==> config.mk <==
export PLATFORM = sky130hd
export DESIGN_NAME = tx_burst_ramper
export DESIGN_NICKNAME = d
export VERILOG_FILES = /design/src/rtl/tx_burst_ramper_pkg.sv /design/src/rtl/tx_burst_ramper_iq_scale.sv /design/src/rtl/tx_burst_ramper.sv
export SDC_FILE = /design/constraint.sdc
export NUM_CORES = 1
export LEC_CHECK = 0
export BUFFER_PORTS_ARGS = -buffer_cell sky130_fd_sc_hd__clkbuf_2
export CAP_MARGIN = 20
export CORE_MARGIN = 2
export CORE_UTILIZATION = 65
export CTS_CLUSTER_DIAMETER = 120
export DETAILED_ROUTE_END_ITERATION = 6
export PLACE_DENSITY = 0.93
export SLEW_MARGIN = 10
export SYNTH_ARGS = -nofsm -noshare
export SYNTH_HDL_FRONTEND = slang
export SYNTH_HIERARCHICAL = 1
export SYNTH_SLANG_ARGS = --single-unit
export TNS_END_PERCENT = 20
==> constraint.sdc <==
create_clock -name txclk -period 12.7 [get_ports txclk]
set_input_delay 1.905 -clock txclk [delete_from_list [all_inputs] [get_ports txclk]]
set_output_delay 1.905 -clock txclk [all_outputs]
set_load 0.05 [all_outputs]
==> src/rtl/tx_burst_ramper_pkg.sv <==
// Shared TX inband constants: burst ramp state encoding and I/Q sample width.
package tx_burst_ramper_pkg;

   localparam int SAMPLE_W = 16;

   typedef enum logic [1:0] {
      IDLE      = 2'd0,
      RAMP_UP   = 2'd1,
      ACTIVE    = 2'd2,
      RAMP_DOWN = 2'd3
   } ramp_state_e;

endpackage

==> src/rtl/tx_burst_ramper_iq_scale.sv <==
// tx_iq_scale: signed I/Q times unsigned gain, arithmetic right shift by RAMP_LOG2
// (floor rounding); full-scale gain returns the input unchanged.
module tx_iq_scale
   import tx_burst_ramper_pkg::*;
#(
   parameter int RAMP_LOG2 = 4
) (
   input  logic [SAMPLE_W-1:0]  in_i,
   input  logic [SAMPLE_W-1:0]  in_q,
   input  logic [RAMP_LOG2:0]   gain,
   output logic [SAMPLE_W-1:0]  out_i,
   output logic [SAMPLE_W-1:0]  out_q
);

   localparam int PW = SAMPLE_W + 1 + RAMP_LOG2;

   logic signed [PW-1:0] gain_x;
   logic signed [PW-1:0] prod_i;
   logic signed [PW-1:0] prod_q;

   // Gain is unsigned: zero-extend it so the signed multiply never sees a negative factor.
   assign gain_x = $signed({{(PW-RAMP_LOG2-1){1'b0}}, gain});
   assign prod_i = $signed({{(PW-SAMPLE_W){in_i[SAMPLE_W-1]}}, in_i}) * gain_x;
   assign prod_q = $signed({{(PW-SAMPLE_W){in_q[SAMPLE_W-1]}}, in_q}) * gain_x;

   assign out_i = SAMPLE_W'(prod_i >>> RAMP_LOG2);
   assign out_q = SAMPLE_W'(prod_q >>> RAMP_LOG2);

endmodule

==> src/rtl/tx_burst_ramper.sv <==
// TX burst ramper: linear gain ramp on burst start/end, advancing once per txstrobe.
// Define TX_BURST_RAMPER_BURSTCNT_EN to add the 16-bit burst_count output.
module tx_burst_ramper
   import tx_burst_ramper_pkg::*;
#(
   parameter int RAMP_LOG2 = 4
) (
   input  logic                 txclk,
   input  logic                 reset,
   input  logic                 txstrobe,
   input  logic                 ramp_en,
   input  logic                 tx_empty_in,
   input  logic [SAMPLE_W-1:0]  tx_i_in,
   input  logic [SAMPLE_W-1:0]  tx_q_in,
   output logic [SAMPLE_W-1:0]  tx_i_out,
   output logic [SAMPLE_W-1:0]  tx_q_out,
   output logic                 tx_active,
`ifdef TX_BURST_RAMPER_BURSTCNT_EN
   output logic [15:0]          burst_count,
`endif
   output logic [RAMP_LOG2:0]   gain
);

   localparam logic [RAMP_LOG2:0] GAIN_FULL = {1'b1, {RAMP_LOG2{1'b0}}};
   localparam logic [RAMP_LOG2:0] GAIN_ONE  = {{RAMP_LOG2{1'b0}}, 1'b1};

   ramp_state_e          state_q, state_d;
   logic [RAMP_LOG2:0]   gain_q, gain_d, gain_inc, gain_dec;
   logic [SAMPLE_W-1:0]  hold_i_q, hold_i_d, hold_q_q, hold_q_d;
   logic [SAMPLE_W-1:0]  out_i_q, out_i_d, out_q_q, out_q_d;
   logic [SAMPLE_W-1:0]  mul_i, mul_q, scaled_i, scaled_q;

   assign gain_inc = (gain_q == GAIN_FULL) ? GAIN_FULL : gain_q + 1'b1;
   assign gain_dec = (gain_q == '0) ? '0 : gain_q - 1'b1;

   always_comb begin
      state_d = state_q;
      gain_d  = gain_q;
      if (txstrobe) begin
         if (!ramp_en) begin
            state_d = IDLE;
            gain_d  = '0;
         end else begin
            unique case (state_q)
               IDLE: if (!tx_empty_in) begin
                  state_d = RAMP_UP;
                  gain_d  = GAIN_ONE;
               end
               // Direction reversals continue from the current gain, never jump.
               RAMP_UP, RAMP_DOWN: if (!tx_empty_in) begin
                  gain_d  = gain_inc;
                  state_d = (gain_inc == GAIN_FULL) ? ACTIVE : RAMP_UP;
               end else begin
                  gain_d  = gain_dec;
                  state_d = (gain_dec == '0) ? IDLE : RAMP_DOWN;
               end
               ACTIVE: if (tx_empty_in) begin
                  gain_d  = gain_dec;
                  state_d = RAMP_DOWN;
               end
               default: state_d = IDLE;
            endcase
         end
      end
   end

   // The buffer zero-masks data once empty, so the tail ramps the last real sample.
   assign mul_i = tx_empty_in ? hold_i_q : tx_i_in;
   assign mul_q = tx_empty_in ? hold_q_q : tx_q_in;

   tx_iq_scale #(.RAMP_LOG2(RAMP_LOG2)) u_scale (
      .in_i  (mul_i),
      .in_q  (mul_q),
      .gain  (gain_d),
      .out_i (scaled_i),
      .out_q (scaled_q)
   );

   always_comb begin
      hold_i_d = hold_i_q;
      hold_q_d = hold_q_q;
      out_i_d  = out_i_q;
      out_q_d  = out_q_q;
      if (txstrobe) begin
         if (!tx_empty_in) begin
            hold_i_d = tx_i_in;
            hold_q_d = tx_q_in;
         end
         if (!ramp_en) begin
            out_i_d = tx_empty_in ? '0 : tx_i_in;
            out_q_d = tx_empty_in ? '0 : tx_q_in;
         end else begin
            out_i_d = scaled_i;
            out_q_d = scaled_q;
         end
      end
   end

   always_ff @(posedge txclk) begin
      if (reset) begin
         state_q  <= IDLE;
         gain_q   <= '0;
         hold_i_q <= '0;
         hold_q_q <= '0;
         out_i_q  <= '0;
         out_q_q  <= '0;
      end else begin
         state_q  <= state_d;
         gain_q   <= gain_d;
         hold_i_q <= hold_i_d;
         hold_q_q <= hold_q_d;
         out_i_q  <= out_i_d;
         out_q_q  <= out_q_d;
      end
   end

   assign tx_i_out  = out_i_q;
   assign tx_q_out  = out_q_q;
   assign tx_active = (state_q != IDLE);
   assign gain      = gain_q;

`ifdef TX_BURST_RAMPER_BURSTCNT_EN
   logic [15:0] burst_count_q, burst_count_d;

   always_comb begin
      burst_count_d = burst_count_q;
      if (state_q == IDLE && state_d == RAMP_UP)
         burst_count_d = burst_count_q + 16'd1;
   end

   always_ff @(posedge txclk) begin
      if (reset) burst_count_q <= '0;
      else       burst_count_q <= burst_count_d;
   end

   assign burst_count = burst_count_q;
`endif

endmodule

==> reports/qor.txt <==
outcome -> finished, violations left
violations in the final reports -> design-rule violations
synthesized-area fraction occupied by ao, oa, aoi and oai cells -> 16.42%
number of setup violations in the final report -> 0
dominant cell type by area after synthesis -> sky130_fd_sc_hd__fa_1
slowest cell on the critical path -> sky130_fd_sc_hd__buf_4
maximum clock frequency -> 132.4 MHz
first-pass GRT wire length -> 38510 microns
final-report max-slew violation count -> 0
largest incremental delay on the critical path -> 0.67 ns
Finished Core Util -> 71.81%
most frequent cell on the critical path -> sky130_fd_sc_hd__fa_1
number of buffers inserted by hold repair at cts -> 0
post-synthesis share of cell area spent on xor and xnor gates -> 3.819%
count of inserted antenna diode cells -> 0
slew at the pin closest to its max-slew limit -> 0.8082 ns
Detailed Route WL -> 23340 microns
final worst path period share -> 59.46%
CTS-repair resized insts -> 0
quantity of I/O buffers inserted on ports -> 74
via count of the first global-routing pass -> 8207
simple-gate area share of the yosys netlist -> 25.19%
routed vias -> 8458
Die Ht -> 122.8 microns
die extent in x -> 122.8 microns
number of setup buffers added after CTS -> 0
fraction of the mapped netlist area in adder cells -> 29.35%
required time worst endpoint -> 12.98 ns
post-detailed-route via-to-cell ratio -> 6.107
TritonCTS clock tree -> built
number of buffers added by the clock tree synthesis step -> 9
Hold Violations, Final -> 0
global placement routability congestion -> 0.8881
starting density of the core -> 66.34%
Hold Path Class -> register to register
I/O pin cnt -> 75
HPWL after DPL -> 16370 microns
Clock Latency Late Sink -> 0.34 ns
antenna violations before repair -> 0
total negative slack -> 0 ns
unrepaired setup endpoints after global routing -> no
clk slew on worst S/H paths -> 0.06 ns
count of synthesis-stage warnings from yosys -> 6
power density normalized to cell area -> 79.19 mW/mm^2
flop and latch count out of synthesis -> 71
Worst Setup End Kind -> register
mean routed wirelength per cell -> 16.85 microns
standby leakage power -> 4.943 nW
largest clock skew in the final design -> 0.006662 ns
Clock Sinks -> 71
largest net degree at the start of global routing -> 88
H-tree Lvls -> 3
Max Fanout on Critical Path -> 75
share of the synthesized area in the top cell type -> 20.08%
critical path type -> input pin to register
proportion of synthesized area in mux cells -> 0.2319%
number of violations of the max-capacitance limit -> 0
Pre-antenna DRT Iters -> 7
count of flip-flops with a built-in enable after synthesis -> 0
CTS Buffer Depth -> 2
sequential-to-total area share from yosys stat -> 15.50%
cell count after placement -> 1369
fin crit period -> 7.551 ns
arrival time reported for the critical path endpoint -> 7.83 ns
main area contributors after synthesis -> sky130_fd_sc_hd__fa_1 20%, sky130_fd_sc_hd__dfxtp_1 15%, sky130_fd_sc_hd__and2_1 10%, sky130_fd_sc_hd__ha_1 9.3%, sky130_fd_sc_hd__inv_1 6.6%
clock root buffer master -> sky130_fd_sc_hd__clkbuf_16
Die ar. -> 0.01508 sq mm
post-route ant nets -> 0
count of standard-cell rows -> 43
Cell variety after synth -> 64
netlist area before placement -> 0.009173 sq mm
DRC Markers -> 29
combinational family with the most area after synthesis -> adder cells
Cell Chain, Critical Path -> buf_4 -> buf_4 -> nand2b_1 -> o221a_2 -> and2_1 -> fa_1 -> inv_1 -> fa_1 -> fa_1 -> inv_1 -> ha_1 -> nor2b_1 -> o2111ai_1 -> nand2_1 -> a22o_1 -> a221oi_2 -> xnor2_1 -> nand2_1 -> o211ai_1 -> o21ai_0 -> nor2_1
worst slew slack as a fraction of its limit -> 46.12%
proportion of synthesized flip-flops having asynchronous set or reset -> 0%
Mapped Cells -> 1168
count of non-filler cells in the finished layout -> 1385
post-synth net total -> 1365
commonest register cell after synthesis -> sky130_fd_sc_hd__dfxtp_1
GRT Total Usage -> 31.94%
global-route congestion overflow total -> 0
share of cells above drive strength 1 -> 9.212%
Floorplan Core Area -> 0.01383 sq mm
worst IR drop on VDD -> 61.31 uV
crit start category -> input pin
First DRT Iteration DRCs -> 1095
Syn-to-layout area delta -> 8.253%
synthesized area divided by synthesized cell count -> 7.853 sq um
number of nets in the layout -> 1397
[layout make-up]
cell class,count,area [sq um]
Clock buffer,10,239.0
Clock inverter,6,116.4
Fill cell,931,3897
Inverter,162,608.1
Multi-Input combinational cell,874,6887
Sequential cell,71,1421
Tap cell,180,225.2
Timing Repair Buffer,82,432.9
[synthesized netlist by cell type, types with 7 or more instances]
cell,count
sky130_fd_sc_hd__xor2_1,14
sky130_fd_sc_hd__inv_1,162
sky130_fd_sc_hd__nor2b_1,9
sky130_fd_sc_hd__dfxtp_1,71
sky130_fd_sc_hd__nand4_1,7
sky130_fd_sc_hd__a21o_1,11
sky130_fd_sc_hd__a21oi_1,31
sky130_fd_sc_hd__nand3_1,7
sky130_fd_sc_hd__xnor2_1,26
sky130_fd_sc_hd__nand2_1,125
sky130_fd_sc_hd__fa_1,92
sky130_fd_sc_hd__ha_1,68
sky130_fd_sc_hd__clkbuf_1,39
sky130_fd_sc_hd__o21ai_0,50
sky130_fd_sc_hd__a311oi_1,33
sky130_fd_sc_hd__nand2b_1,42
sky130_fd_sc_hd__nor3_1,9
sky130_fd_sc_hd__o211ai_1,37
sky130_fd_sc_hd__buf_2,14
sky130_fd_sc_hd__and2_1,149
sky130_fd_sc_hd__nor2_1,90
[registers in the layout (all words and copies together), names as in the netlist]
signal    cells
hold_q_q     16
gain          5
tx_i_out     16
tx_q_out     16
hold_i_q     16
state_q       2
[kinds of logic (layout without fill, tap and decap cells)]
family                   count (synthesis)  count (layout)
adder cells (fa/ha/maj)                160             160
buffers and inverters                  223             260
AND/OR/NAND/NOR                        455             455
flip-flops                              71              71
multiplexers                             2               2
XOR/XNOR                                40              40
AO/OA/AOI/OAI                          217             217
[where the power goes]
group	total, mW	switching (mW)	internal [mW]
registers	0.248	0.0105	0.238
clock network	0.309	0.110	0.199
logic	0.229	0.153	0.0758
total	0.786	0.274	0.512
[cells in the final DEF, fill, tap and decap left out, drive strengths merged, types with 2 or more instances in the layout]
| cell | instances |
|---|---|
| o21bai | 4 |
| fa | 92 |
| dfxtp | 71 |
| xor2 | 14 |
| o221a | 2 |
| or3 | 2 |
| nor2 | 90 |
| o211ai | 37 |
| nand3 | 7 |
| and3 | 2 |
| o21ai | 56 |
| a21o | 11 |
| nor3 | 9 |
| nand4 | 7 |
| a21boi | 3 |
| bufinv | 3 |
| ha | 68 |
| clkbuf | 83 |
| a211oi | 6 |
| inv | 163 |
| nand2 | 125 |
| xnor2 | 26 |
| o311ai | 2 |
| a21oi | 32 |
| o21a | 6 |
| a311oi | 33 |
| nor4 | 4 |
| o31ai | 5 |
| nor4b | 2 |
| buf | 9 |
| clkinv | 2 |
| a31oi | 5 |
| and2 | 149 |
| nor2b | 9 |
| nor3b | 3 |
| a221oi | 3 |
| nand2b | 42 |
[final timing paths]
| check | slack, ns | endpoint | depth (start not counted) | from |
|---|---|---|---|---|
| max | 5.15 | tx_q_out[15] | 21 | txstrobe |
| min reg2reg | 0.48 | tx_i_out[3] | 2 | tx_i_out[3] |
| min | 0.48 | tx_i_out[3] | 2 | tx_i_out[3] |
| max reg2reg | 6.49 | tx_i_out[9] | 24 | gain[0] |
[worst max-delay path: cells and delay by family]
| kind | cells | cell delay [ns] |
|---|---|---|
| adders and majority gates | 4 | 1.87 |
| AOI/OAI and AO/OA | 6 | 1.55 |
| buffers and inverters | 4 | 1.25 |
| and+or+nand+nor | 6 | 0.98 |
| xor gates and xnor gates | 1 | 0.17 |
[metal layers]
layer	track usage [%]	share of wire, %	up-vias
li1	-	-	3872
met1	40.17	40	4051
met3	6.413	8.6	94
met4	13.29	3.1	0
met5	0	0	-
met2	53.49	49	441
[stage by stage]
stage | setup WS [ns] | power (mW) | hold WS [ns] | cell area (sq um)
6_report | 5.149 | 0.7863 | 0.4841 | 9930
5_1_grt | 4.762 | 0.8208 | 0.5060 | 9930
4_1_cts | 5.273 | 0.7835 | 0.4882 | 9930
3_5_place_dp | 5.007 | 0.4751 | 0.4723 | 9574
3_3_place_gp | 5.133 | 0.4665 | 0.4643 | 9574
2_1_floorplan | 5.894 | 0.4199 | 0.4615 | 9173
No activity file was read; power rests on OpenSTA's default activity.
